### src/rtl/wb_uart_tx.sv
// wb_uart_tx: Wishbone classic slave UART transmitter (8N1) with TX FIFO, status and divisor registers.
module wb_uart_tx #(
  parameter int CLKS_PER_BIT = 16,
  parameter int FIFO_DEPTH   = 8
) (
  input  logic        clk_i,
  input  logic        rst_i,
  input  logic        cyc_i,
  input  logic        stb_i,
  input  logic        we_i,
  input  logic [31:0] adr_i,
  input  logic [3:0]  sel_i,
  input  logic [31:0] dat_i,
  output logic [31:0] dat_o,
  output logic        ack_o,
  output logic        err_o,
  output logic        rty_o,
  output logic        tx_o
);
  localparam int AW = $clog2(FIFO_DEPTH);
  typedef enum logic [1:0] {IDLE, START, DATA, STOP} state_t;
  logic [7:0]    mem_q [FIFO_DEPTH];
  logic [AW-1:0] wr_q, wr_d, rd_q, rd_d;
  logic [AW:0]   lvl_q, lvl_d;
  logic          ovf_q, ovf_d, ack_q, ack_d, err_q, err_d, tx_q, tx_d;
  logic [15:0]   div_q, div_d, bdiv_q, bdiv_d, cnt_q, cnt_d, div_w;
  logic [31:0]   dat_q, dat_d, status;
  logic [7:0]    sh_q, sh_d;
  logic [2:0]    bit_q, bit_d;
  state_t        st_q, st_d;
  logic          req, full, empty, push, pop;
  logic [1:0]    reg_sel;
  logic          unused;
  assign unused  = ^{adr_i[31:4], adr_i[1:0], sel_i[3:2], dat_i[31:16]};
  assign reg_sel = adr_i[3:2];
  assign req     = cyc_i & stb_i & ~ack_q & ~err_q;
  assign full    = lvl_q == (AW+1)'(FIFO_DEPTH);
  assign empty   = lvl_q == '0;
  assign pop     = (st_q == IDLE) & ~empty;
  assign status  = {16'b0, 8'(lvl_q), 4'b0, ovf_q, st_q != IDLE, empty, full};
  assign div_w   = {sel_i[1] ? dat_i[15:8] : div_q[15:8], sel_i[0] ? dat_i[7:0] : div_q[7:0]};
  always_comb begin
    ack_d = req & (reg_sel != 2'd3);
    err_d = req & (reg_sel == 2'd3);
    push  = ack_d & we_i & (reg_sel == 2'd0) & sel_i[0];
    wr_d  = wr_q + AW'(push & ~full);
    rd_d  = rd_q + AW'(pop);
    lvl_d = lvl_q + (AW+1)'(push & ~full) - (AW+1)'(pop);
    // Full is judged on pre-edge level, so a simultaneous pop cannot rescue the push
    ovf_d = (push & full) | (ovf_q & ~(ack_d & we_i & (reg_sel == 2'd1) & sel_i[0] & dat_i[3]));
    div_d = (ack_d & we_i & (reg_sel == 2'd2)) ? ((div_w == 16'd0) ? 16'd1 : div_w) : div_q;
    dat_d = (ack_d & ~we_i) ? ((reg_sel == 2'd1) ? status : (reg_sel == 2'd2) ? {16'b0, div_q} : 32'b0) : 32'b0;
  end
  always_comb begin
    st_d   = st_q;
    cnt_d  = cnt_q;
    sh_d   = sh_q;
    bit_d  = bit_q;
    bdiv_d = bdiv_q;
    tx_d   = tx_q;
    case (st_q)
      IDLE: if (!empty) begin
        st_d   = START;
        sh_d   = mem_q[rd_q];
        bdiv_d = div_q;
        cnt_d  = div_q - 16'd1;
        tx_d   = 1'b0;
      end
      START: if (cnt_q == 16'd0) begin
        st_d  = DATA;
        tx_d  = sh_q[0];
        cnt_d = bdiv_q - 16'd1;
        bit_d = 3'd0;
      end else cnt_d = cnt_q - 16'd1;
      DATA: if (cnt_q == 16'd0) begin
        cnt_d = bdiv_q - 16'd1;
        st_d  = (bit_q == 3'd7) ? STOP : DATA;
        tx_d  = (bit_q == 3'd7) ? 1'b1 : sh_q[1];
        sh_d  = sh_q >> 1;
        bit_d = bit_q + 3'd1;
      end else cnt_d = cnt_q - 16'd1;
      STOP: if (cnt_q == 16'd0) st_d = IDLE;
            else cnt_d = cnt_q - 16'd1;
      default: st_d = IDLE;
    endcase
  end
  always_ff @(posedge clk_i) begin
    if (rst_i) begin
      wr_q   <= '0;
      rd_q   <= '0;
      lvl_q  <= '0;
      ovf_q  <= 1'b0;
      ack_q  <= 1'b0;
      err_q  <= 1'b0;
      dat_q  <= '0;
      div_q  <= 16'(CLKS_PER_BIT);
      bdiv_q <= 16'(CLKS_PER_BIT);
      cnt_q  <= '0;
      sh_q   <= '0;
      bit_q  <= '0;
      st_q   <= IDLE;
      tx_q   <= 1'b1;
    end else begin
      wr_q   <= wr_d;
      rd_q   <= rd_d;
      lvl_q  <= lvl_d;
      ovf_q  <= ovf_d;
      ack_q  <= ack_d;
      err_q  <= err_d;
      dat_q  <= dat_d;
      div_q  <= div_d;
      bdiv_q <= bdiv_d;
      cnt_q  <= cnt_d;
      sh_q   <= sh_d;
      bit_q  <= bit_d;
      st_q   <= st_d;
      tx_q   <= tx_d;
    end
  end
  always_ff @(posedge clk_i) begin
    if (push & ~full) mem_q[wr_q] <= dat_i[7:0];
  end
  assign dat_o = dat_q;
  assign ack_o = ack_q;
  assign err_o = err_q;
  assign rty_o = 1'b0;
  assign tx_o  = tx_q;
endmodule

### config.mk
export PLATFORM = sky130hd
export DESIGN_NAME = wb_uart_tx
export DESIGN_NICKNAME = d
export VERILOG_FILES = /design/src/rtl/wb_uart_tx.sv
export SDC_FILE = /design/constraint.sdc
export NUM_CORES = 1
export LEC_CHECK = 0
export ABC_AREA = 1
export CELL_PAD_IN_SITES_DETAIL_PLACEMENT = 1
export CELL_PAD_IN_SITES_GLOBAL_PLACEMENT = 1
export CORE_ASPECT_RATIO = 1.25
export CORE_MARGIN = 8
export CORE_UTILIZATION = 40
export CTS_BUF_LIST = sky130_fd_sc_hd__clkbuf_16
export CTS_CLUSTER_SIZE = 25
export DETAILED_ROUTE_END_ITERATION = 7
export PLACE_DENSITY = 0.88
export SKIP_CTS_REPAIR_TIMING = 1
export SYNTH_ARGS = -nofsm -noshare
export SYNTH_HDL_FRONTEND = slang
export SYNTH_SLANG_ARGS = --single-unit
### constraint.sdc
create_clock -name clk_i -period 2.9 [get_ports clk_i]
set_input_delay 0.58 -clock clk_i [delete_from_list [all_inputs] [get_ports clk_i]]
set_output_delay 0.58 -clock clk_i [all_outputs]
set_load 0.02 [all_outputs]
==> results of run 1 <==
-- state kept, by name, summed over array words and instances, names as in the netlist, 2 cells and up --
name and flops:
mem_q 64, bdiv_q 16, cnt_q 16, dat_o 16
div_q 16, sh_q 8, lvl_q 4, bit_q 3
rd_q 3, wr_q 3, st_q 2
-- cell type report --
class	instances	area, um^2	area share
Timing Repair Buffer	67	610.6	0.06667
Clock buffer	17	425.4	0.04645
Multi-Input combinational cell	726	3541	0.3866
Sequential cell	155	3744	0.4087
Clock inverter	15	153.9	0.01680
Inverter	94	352.8	0.03852
Tap cell	265	331.6	0.03620
-- worst reg2reg max path, cell delays in order, from the launching register on --
cell	delay, ns
dfxtp_1	0.37
inv_1	0.10
ha_1	0.22
inv_1	0.27
nor2_2	0.11
ha_1	0.31
inv_1	0.05
ha_1	0.20
fa_1	0.39
xnor2_1	0.16
nor2_1	0.05
-- path summary, 6_finish.rpt --
kind	cells after the start	end	from
hold / removal	1	bit_q[0]$_SDFFE_PP0P_	bit_q[0]$_SDFFE_PP0P_
setup / recovery	11	mem_q[2][6]$_DFFE_PP_	adr_i[2]
setup reg to reg	10	lvl_q[2]$_SDFF_PP0_	st_q[0]$_SDFFE_PP0P_
hold reg to reg	1	bit_q[0]$_SDFFE_PP0P_	bit_q[0]$_SDFFE_PP0P_
-- through the flow --
stage | setup slack [ns] | utilization | std cells
after global routing | 0.2669 | 0.4721 | 1339
after floorplan | 0.5474 | - | 1029
after global placement | 0.1164 | 0.4423 | 1307
after CTS | 0.4090 | 0.4721 | 1339
final | 0.4124 | 0.4721 | 1339
after detailed placement | 0.02107 | 0.4423 | 1307
-- power by group through the flow --
stage | Combinational, mW | Sequential [mW] | Clock, mW
global placement | 3.82 | 2.91 | 0
floorplan | 2.95 | 2.85 | 0
global route | 4.67 | 2.94 | 2.32
finish | 4.13 | 2.90 | 2.24
CTS | 4.13 | 2.89 | 2.25
detailed placement | 4.02 | 2.93 | 0
-- logic make-up (layout without fill, tap and decap cells) --
logic type	count (synthesis)	in the layout
simple gates	443	443
compound gates	226	226
flops	155	155
buf+inv	148	193
fa+ha+maj	21	21
xor+xnor	19	19
other cells	1	17
-- metal layers --
layer  part of all wire  global-route usage
met5                  0                   0
met4              0.033             0.09825
met3              0.048             0.03279
met2               0.54              0.3865
met1               0.38              0.2334
-- placed cells by master (no fill, tap or decap), drive strengths merged --
cell type and instances:
nand4 9, o221ai 2, inv 103, or2 9
buf 24, clkinv 3, conb 17, o211ai 10
a21oi 63, a31oi 1, edfxtp 64, nor3 13
o21a 1, a21o 1, nand3b 2, nand3 49
o21ai 127, nor4 1, o21bai 1, xnor2 8
clkinvlp 2, clkdlybuf4s50 43, xor2 11, o22ai 14
bufinv 1, and3 2, a211oi 6, ha 20
nor2 168, nand2 190, dfxtp 91, fa 1
clkbuf 17
==> impl_metrics.yaml, run 1 <==
power:
  combPwrFrac: 0.446
  p_int_mw: 5.130
  power_mw: 9.268
  sw_frac_of_total: 0.4465
  clkPwrFrac: 0.241
  powerDensity_nw_per_um2: 1012
  leakage_nw: 3.735
  power.net_switching_mw: 4.138
  vdd_drop_max_uv: 523.0
  p_seq_frac: 0.313
yosys:
  synthTopCellsByArea: "edfxtp_1, dfxtp_1, nand2_1, o21ai_0, nor2_1"
  yosys.area.top_type: "edfxtp_1"
  ys_types: 36
  synth_fa_ha_area_frac: 0.03436
  synthCells: 1013
  synth_top_area_share: 0.2443
  synth.ff_latch_count: 155
  synth_area_um2: 7866
  synth.most_common_cell: "nand2_1"
  yosysSeqAreaShare: 0.4759
  synth_compound_area_frac: 0.1541
  synth_simple_gate_area_frac: 0.2321
  synth_top_family_by_area: "simple AND/OR/NAND/NOR gates"
  yosysWarnings: 0
  synth_edf_count: 64
  yosys-top-cells-count: "nand2_1, nor2_1, o21ai_0, inv_1, dfxtp_1"
  ys_async_sr_fraction: 0
  synth_xor_area_frac: 0.02115
  synth_top_flop_cell: "dfxtp_1"
  avgSynthCellArea_um2: 7.765
  muxShareOfSynthArea: 0
clocking:
  clockBufferDepth: 2
  clk_pin_slew_worst_paths_ns: 0.07
  clk_latency_ns: 0.44
  numCtsBuffers: 17
  htreeDepth: 4
  cts_root_buffer: "clkbuf_16"
  tritoncts: "done"
  clock-sinks: 155
drt:
  drt-total-wl_um: 25520
  drt_iter0_drc: 632
  first_pass_iters: 5
  drcViolationCount: 0
  vias_per_cell: 5.453
  ant_nets: 0
  vias: 7302
  avgRoutedWirePerCell_um: 19.06
worst_setup_path:
  worst-path-buf-inv: 5
  crit_type: "input port to register"
  reg2reg_slack_ns: 0.55
  crit_path_end_kind: "register"
  cp_slowest_cell: "clkdlybuf4s50_1"
  required_ns: 3.04
  worst-path-max-fanout: 8
  critical_path.cell_chain: "clkdlybuf4s50_1 > nand2_1 > inv_1 > nor2_1 > nand2_1 > inv_1 > nand3_1 > buf_4 > or2_2 > nor3_1 > buf_4"
  setup.worst_path.start_class: "input port"
  worstPathArrival_ns: 2.63
  crit_family: "buffers and inverters"
  critPathMaxStageDelay_ns: 0.45
floorplan:
  num_rows: 57
  die-area_um2: 24440
  io_pins: 109
  initial_core_util: 0.4055
  die_y_um: 172.8
  core_um2: 19400
  die_x_um: 141.4
global_route:
  grt_overflow: 0
  grt_usage: 0.2112
  grt_pass1_wl_um: 41180
  grt_pass1_vias: 7699
  antenna_found_initial: 0
  grt_max_degree: 44
final_layout:
  final_nets: 1155
  synthToLayoutAreaGrowth_pct: 16.43
  fillerInstances: 2425
  final_area_um2: 9159
  layout-drive-gt1-share: 0.06890
  diodes: 0
timing:
  max_freq_ghz: 0.4020
  grt_setup_unrepaired: "no"
  timing.final.hold_violations: 0
  period_share: 0.8578
  slew_headroom: 0.5026
  max_slew.worst_pin.slew_ns: 0.7453
  finalMaxSlewViolations: 0
  setup_viol: 0
  hold_ws_ns: 0.4654
  tns_ns: 0
  finalCriticalPeriod_ns: 2.488
  skew_ns: 0.008809
placed_design:
  routabilityCongestion: 0.8377
  dp_hpwl_um: 17530
  port_buffers: 43
  placedInstanceArea_um2: 8579
min_path:
  min_path_type: "register to register"
run_status:
  status: "finished, final reports clean"
flow_run:
  maxCapViolCount: 0
Note: power is estimated with default switching activity, not from simulation.
==> run 2, diff against run 1 <==
- CORE_UTILIZATION: 40 -> 41
- PLACE_DENSITY: 0.88 -> 0.9
==> run 2 against run 1 <==
Die area shrank 2.2%; global-route usage grew 0.95 points; maximum frequency decreased by 3.3%; clock-buffer cell count did not move; sequential power about the same; non-clock buffer count fell by 1.
==> impl_metrics.yaml, run 2 (same netlist as run 1, synthesis figures left out) <==
placed_design:
  dp_hpwl_um: 17460
  routabilityCongestion: 0.8641
  port_buffers: 43
  dp_slack_ns: -0.07312
  placedInstanceArea_um2: 8531
final_layout:
  layout-drive-gt1-share: 0.06803
  largest_reg_flops: 64
  final_nets: 1154
  synthToLayoutAreaGrowth_pct: 15.57
  fillerInstances: 2315
  layout_commonest_cell: "nand2_1"
  diodes: 0
  final_cell_mix: "nand2_1, nor2_1, o21ai_0"
  final_area_um2: 9091
  regMostFlops: "mem_q"
global_route:
  antenna_found_initial: 0
  grt_pass1_wl_um: 41500
  grt_max_degree: 44
  grt_pass1_vias: 7728
  grt_overflow: 0
  grt_usage: 0.2207
floorplan:
  die_x_um: 139.9
  initial_core_util: 0.4189
  num_rows: 56
  die-area_um2: 23900
  io_pins: 109
  core_um2: 18780
  die_y_um: 170.9
drt:
  vias_per_cell: 5.694
  ant_nets: 0
  drt_iter0_drc: 519
  first_pass_iters: 6
  drcViolationCount: 0
  avgRoutedWirePerCell_um: 20.17
  drt-total-wl_um: 26330
  vias: 7431
run_status:
  status: "finished, final reports clean"
worst_setup_path:
  reg2reg_depth: 10
  setup.worst_path.start_class: "input port"
  reg2reg_slack_ns: 0.44
  crit_type: "input port to register"
  crit_path_end_kind: "register"
  worst-path-max-fanout: 3
  required_ns: 3.26
  cp_slowest_cell: "fa_1"
  r2r_start: "st_q[0]$_SDFFE_PP0P_"
  crit_top_cell: "inv_1"
  critical_path.cell_chain: "clkdlybuf4s50_1 > nand2_1 > inv_1 > nor2_1 > nand2_1 > inv_1 > nand3_1 > ha_1 > inv_1 > ha_1 > fa_1 > inv_1 > nor2_1"
  worstReg2RegEnd: "lvl_q[1]$_SDFF_PP0_"
  critPathMaxStageDelay_ns: 0.52
  worstPathArrival_ns: 2.93
power:
  powerDensity_nw_per_um2: 1020
  leakage_nw: 3.713
  vdd_drop_max_uv: 555.4
clocking:
  clk_latency_ns: 0.44
  clockBufferDepth: 2
  clk_pin_slew_worst_paths_ns: 0.07
  tritoncts: "done"
  htreeDepth: 4
  cts_root_buffer: "clkbuf_16"
  clock-sinks: 155
  numCtsBuffers: 17
timing:
  finalWorstSetupSlack_ns: 0.3271
  skew_ns: 0.01403
  slew_headroom: 0.3767
  setup_viol: 0
  max_slew.worst_pin.slew_ns: 0.9339
  grt_setup_unrepaired: "no"
  finalCriticalPeriod_ns: 2.573
  period_share: 0.8872
  timing.final.hold_violations: 0
  finalMaxSlewViolations: 0
  max_freq_ghz: 0.3887
flow_run:
  maxCapViolCount: 0
min_path:
  min_path_type: "register to register"
  min_from: "bit_q[1]$_SDFFE_PP0P_"
  whs_path_depth: 2
  worstHoldEndpoint: "bit_q[1]$_SDFFE_PP0P_"
## run 2: cell types whose count changed in the layout (fill, tap and decap cells not counted)
cell        delta
buf_4          -1
inv_8          -1
bufinv_16      -1
clkinvlp_4     +2
inv_6          -3
clkinv_8       +1
clkinv_4       +2
## run 2: power by group
group / switching (mW) / leakage, nW / internal, mW
Clock: 1.03 / 0.265 / 1.12
Combinational: 2.89 / 2.13 / 1.32
Sequential: 0.309 / 1.32 / 2.59
## run 2: through the flow
stage	hold slack, ns	util	TNS [ns]	total power, mW	instances
floorplan	0.4289	-	0	5.798	1029
global placement	0.4502	0.4543	0	6.716	1273
detailed placement	0.4625	0.4543	-0.1451	6.961	1273
CTS	0.4734	0.4841	0	9.247	1305
global route	0.4915	0.4841	0	9.865	1305
finish	0.4672	0.4841	0	9.270	1305
## run 2: final cells by class
cell class                 count  area [um^2]  share of cell area
multi-input combinational    726         3541              0.3895
inverter                      94        352.8             0.03881
tap                          232        290.3             0.03193
timing repair buffer          66        603.1             0.06634
clock inverter                15        135.1             0.01486
clock buffer                  17        425.4             0.04679
sequential                   155         3744              0.4118
## run 2: routing by layer
layer,share of wire,wire length (um),vias up,GRT usage
met5,0,0,-,0
met1,0.38,10130,3629,0.2341
met3,0.043,1122,101,0.03374
met2,0.52,13730,269,0.4090
li1,-,-,3432,-
met4,0.051,1340,0,0.1310
## run 2: critical path: cells and delay by family
| family | cells | cell delay [ns] |
|---|---|---|
| adder cells (fa/ha/maj) | 3 | 1.05 |
| AND/OR/NAND/NOR | 5 | 0.57 |
| buffers and inverters | 5 | 0.74 |
## run 2: how the worst max path moves through the flow
| stage | start | end | slack (ns) | cells past startpoint |
|---|---|---|---|---|
| 6_report | adr_i[2] | lvl_q[1]$_SDFF_PP0_ | 0.33 | 13 |
| 5_1_grt | adr_i[2] | lvl_q[2]$_SDFF_PP0_ | 0.18 | 13 |
| 4_1_cts | adr_i[2] | lvl_q[1]$_SDFF_PP0_ | 0.32 | 13 |
| 3_5_place_dp | adr_i[2] | lvl_q[2]$_SDFF_PP0_ | -0.07 | 13 |
| 3_3_place_gp | adr_i[2] | lvl_q[2]$_SDFF_PP0_ | 0.1 | 13 |
| 2_1_floorplan | st_q[0]$_SDFFE_PP0P_ | lvl_q[1]$_SDFF_PP0_ | 0.55 | 11 |
==> run 3, diff against run 2 <==
- ABC_AREA: 1 -> 0
- CORE_UTILIZATION: 41 -> 43
- HOLD_SLACK_MARGIN: not set -> 0.08
- PLACE_DENSITY: 0.9 -> 0.89
==> run 3 against run 2 <==
Register-to-register slack worse by 0.16 ns; highest routed layer unchanged; die area is 7.3% lower; core utilization is 3.2 points higher; worst hold slack worse by 0.0058 ns; total power is 14% lower; synthesized area is 3.6% lower; sequential cell count stayed put; global-route usage is 0.55 points higher.
==> impl_metrics.yaml, run 3 <==
run_status:
  status: "finished, final reports clean"
yosys:
  synth_edf_count: 64
  avgSynthCellArea_um2: 10.35
  yosysSeqAreaShare: 0.4939
  synthCells: 732
  yosys-top-cells-count: "dfxtp_1, nand2_1, edfxtp_1, a21oi_1, nor2_1"
  ys_types: 75
  yosys.area.top_type: "edfxtp_1"
  synth_top_flop_cell: "dfxtp_1"
  synth_top_area_share: 0.2535
  synth_area_um2: 7580
  synthTopCellsByArea: "edfxtp_1, dfxtp_1, mux4_2, nand2_1, a21oi_1"
  ys_async_sr_fraction: 0
  yosysWarnings: 0
  synth.ff_latch_count: 155
  synth.most_common_cell: "dfxtp_1"
drt:
  first_pass_iters: 5
  ant_nets: 0
  drt_iter0_drc: 472
  drt-total-wl_um: 24500
  vias: 6169
  avgRoutedWirePerCell_um: 23.77
  vias_per_cell: 5.984
  drcViolationCount: 0
final_layout:
  layout-drive-gt1-share: 0.1413
  final_cell_mix: "dfxtp_1, nand2_1, edfxtp_1"
  final_area_um2: 8959
  largest_reg_flops: 64
  diodes: 0
  final_nets: 888
  fillerInstances: 1872
  layout_commonest_cell: "dfxtp_1"
  regMostFlops: "mem_q"
  synthToLayoutAreaGrowth_pct: 18.19
min_path:
  min_path_type: "register to register"
  worstHoldEndpoint: "bit_q[2]$_SDFFE_PP0P_"
  min_from: "bit_q[2]$_SDFFE_PP0P_"
  whs_path_depth: 2
power:
  combPwrFrac: 0.379
  sw_frac_of_total: 0.3881
  clkPwrFrac: 0.280
  power_mw: 8.014
  p_seq_frac: 0.341
  leakage_nw: 3.223
  vdd_drop_max_uv: 525.7
  power.net_switching_mw: 3.110
  p_int_mw: 4.904
  powerDensity_nw_per_um2: 894.6
floorplan:
  die-area_um2: 22160
  num_rows: 54
  core_um2: 17360
  die_x_um: 134.8
  die_y_um: 164.4
  initial_core_util: 0.4365
  io_pins: 109
worst_setup_path:
  required_ns: 3.20
  reg2reg_depth: 10
  crit_type: "input port to register"
  reg2reg_slack_ns: 0.28
  worstPathArrival_ns: 3.03
  crit_path_end_kind: "register"
  setup.worst_path.start_class: "input port"
  worst-path-max-fanout: 2
  worstReg2RegEnd: "lvl_q[1]$_SDFF_PP0_"
  r2r_start: "ack_o$_SDFF_PP0_"
global_route:
  grt_pass1_vias: 6792
  grt_max_degree: 45
  grt_usage: 0.2262
  grt_overflow: 0
  antenna_found_initial: 0
  grt_pass1_wl_um: 38670
timing:
  period_share: 0.9423
  timing.final.hold_violations: 0
  slew_headroom: 0.4258
  finalMaxSlewViolations: 0
  finalCriticalPeriod_ns: 2.733
  max_freq_ghz: 0.3660
  skew_ns: 0.01117
  max_slew.worst_pin.slew_ns: 0.8601
  setup_viol: 0
  grt_setup_unrepaired: "no"
clocking:
  clk_latency_ns: 0.44
  cts_root_buffer: "clkbuf_16"
  numCtsBuffers: 17
  htreeDepth: 4
  clk_pin_slew_worst_paths_ns: 0.07
  clock-sinks: 155
  tritoncts: "done"
  clockBufferDepth: 2
placed_design:
  placedInstanceArea_um2: 8351
  port_buffers: 43
  routabilityCongestion: 0.8422
  dp_hpwl_um: 15590
flow_run:
  maxCapViolCount: 0
-- run 3: cell types whose count changed in the layout (fill, tap and decap cells not counted), moves of 20 or more --
cell / before / now
inv_1: 94 / 23
nand2_1: 188 / 87
o21ai_0: 127 / 20
mux2i_1: 0 / 23
nor2_1: 163 / 42
buf_4: 23 / 43
-- run 3: metal layers --
metal,track usage,vias to the layer above,wire length (um)
met5,0,-,0
met2,0.4095,245,12920
met1,0.2403,3100,9195
li1,-,2735,-
met3,0.04687,89,1317
met4,0.1263,0,1068
-- run 3: power by group through the flow --
stage          Sequential [mW]  Clock [mW]  Combinational (mW)
2_1_floorplan             2.66           0                2.22
3_3_place_gp              2.74           0                2.80
3_5_place_dp              2.76           0                2.91
4_1_cts                   2.72        2.27                3.01
5_1_grt                   2.76        2.34                3.28
6_report                  2.73        2.24                3.04
-- run 3: worst max-delay path, stage by stage --
cell	delay, ns
clkdlybuf4s50_1	0.49
nand4_1	0.15
or3b_4	0.45
nor3_4	0.19
inv_1	0.06
ha_1	0.27
inv_1	0.04
ha_1	0.20
fa_1	0.45
nor2b_1	0.15
-- run 3: kinds of logic after synthesis --
kind of cell / count (synthesis) / share of synthesized area
xor+xnor: 38 / 0.04391
fa+ha+maj: 21 / 0.03566
simple gates: 260 / 0.1788
other cells: 1 / 0.0004947
buf+inv: 83 / 0.05381
flops: 155 / 0.4939
mux: 40 / 0.07940
compound gates: 134 / 0.1141
-- run 3: how the worst max path moves through the flow --
stage / startpoint / endpoint / slack [ns] / cells after the start
after global placement: we_i / lvl_q[2]$_SDFF_PP0_ / -0.25 / 11
after global routing: we_i / lvl_q[2]$_SDFF_PP0_ / 0.05 / 11
after CTS: we_i / lvl_q[1]$_SDFF_PP0_ / 0.08 / 10
final: we_i / lvl_q[1]$_SDFF_PP0_ / 0.17 / 10
after floorplan: lvl_q[2]$_SDFF_PP0_ / lvl_q[2]$_SDFF_PP0_ / 0.14 / 13
after detailed placement: we_i / lvl_q[2]$_SDFF_PP0_ / -0.32 / 11
-- run 3: area by class of cell --
cell class | instances | area (um^2) | area share
Clock inverter | 15 | 170.2 | 0.01899
Multi-Input combinational cell | 510 | 3501 | 0.3908
Inverter | 24 | 90.09 | 0.01006
Tap cell | 224 | 280.3 | 0.03128
Clock buffer | 17 | 425.4 | 0.04749
Timing Repair Buffer | 86 | 748.2 | 0.08352
Sequential cell | 155 | 3744 | 0.4179
-- run 3: through the flow --
| stage | hold slack (ns) | setup TNS, ns | utilization | std cells | setup slack (ns) |
|---|---|---|---|---|---|
| after global routing | 0.4792 | 0 | 0.5159 | 1031 | 0.04828 |
| after floorplan | 0.4356 | 0 | - | 748 | 0.1386 |
| after detailed placement | 0.4516 | -1.388 | 0.4809 | 999 | -0.3209 |
| final | 0.4613 | 0 | 0.5159 | 1031 | 0.1674 |
| after CTS | 0.4621 | 0 | 0.5152 | 1031 | 0.07774 |
| after global placement | 0.4424 | -0.6845 | 0.4809 | 999 | -0.2505 |
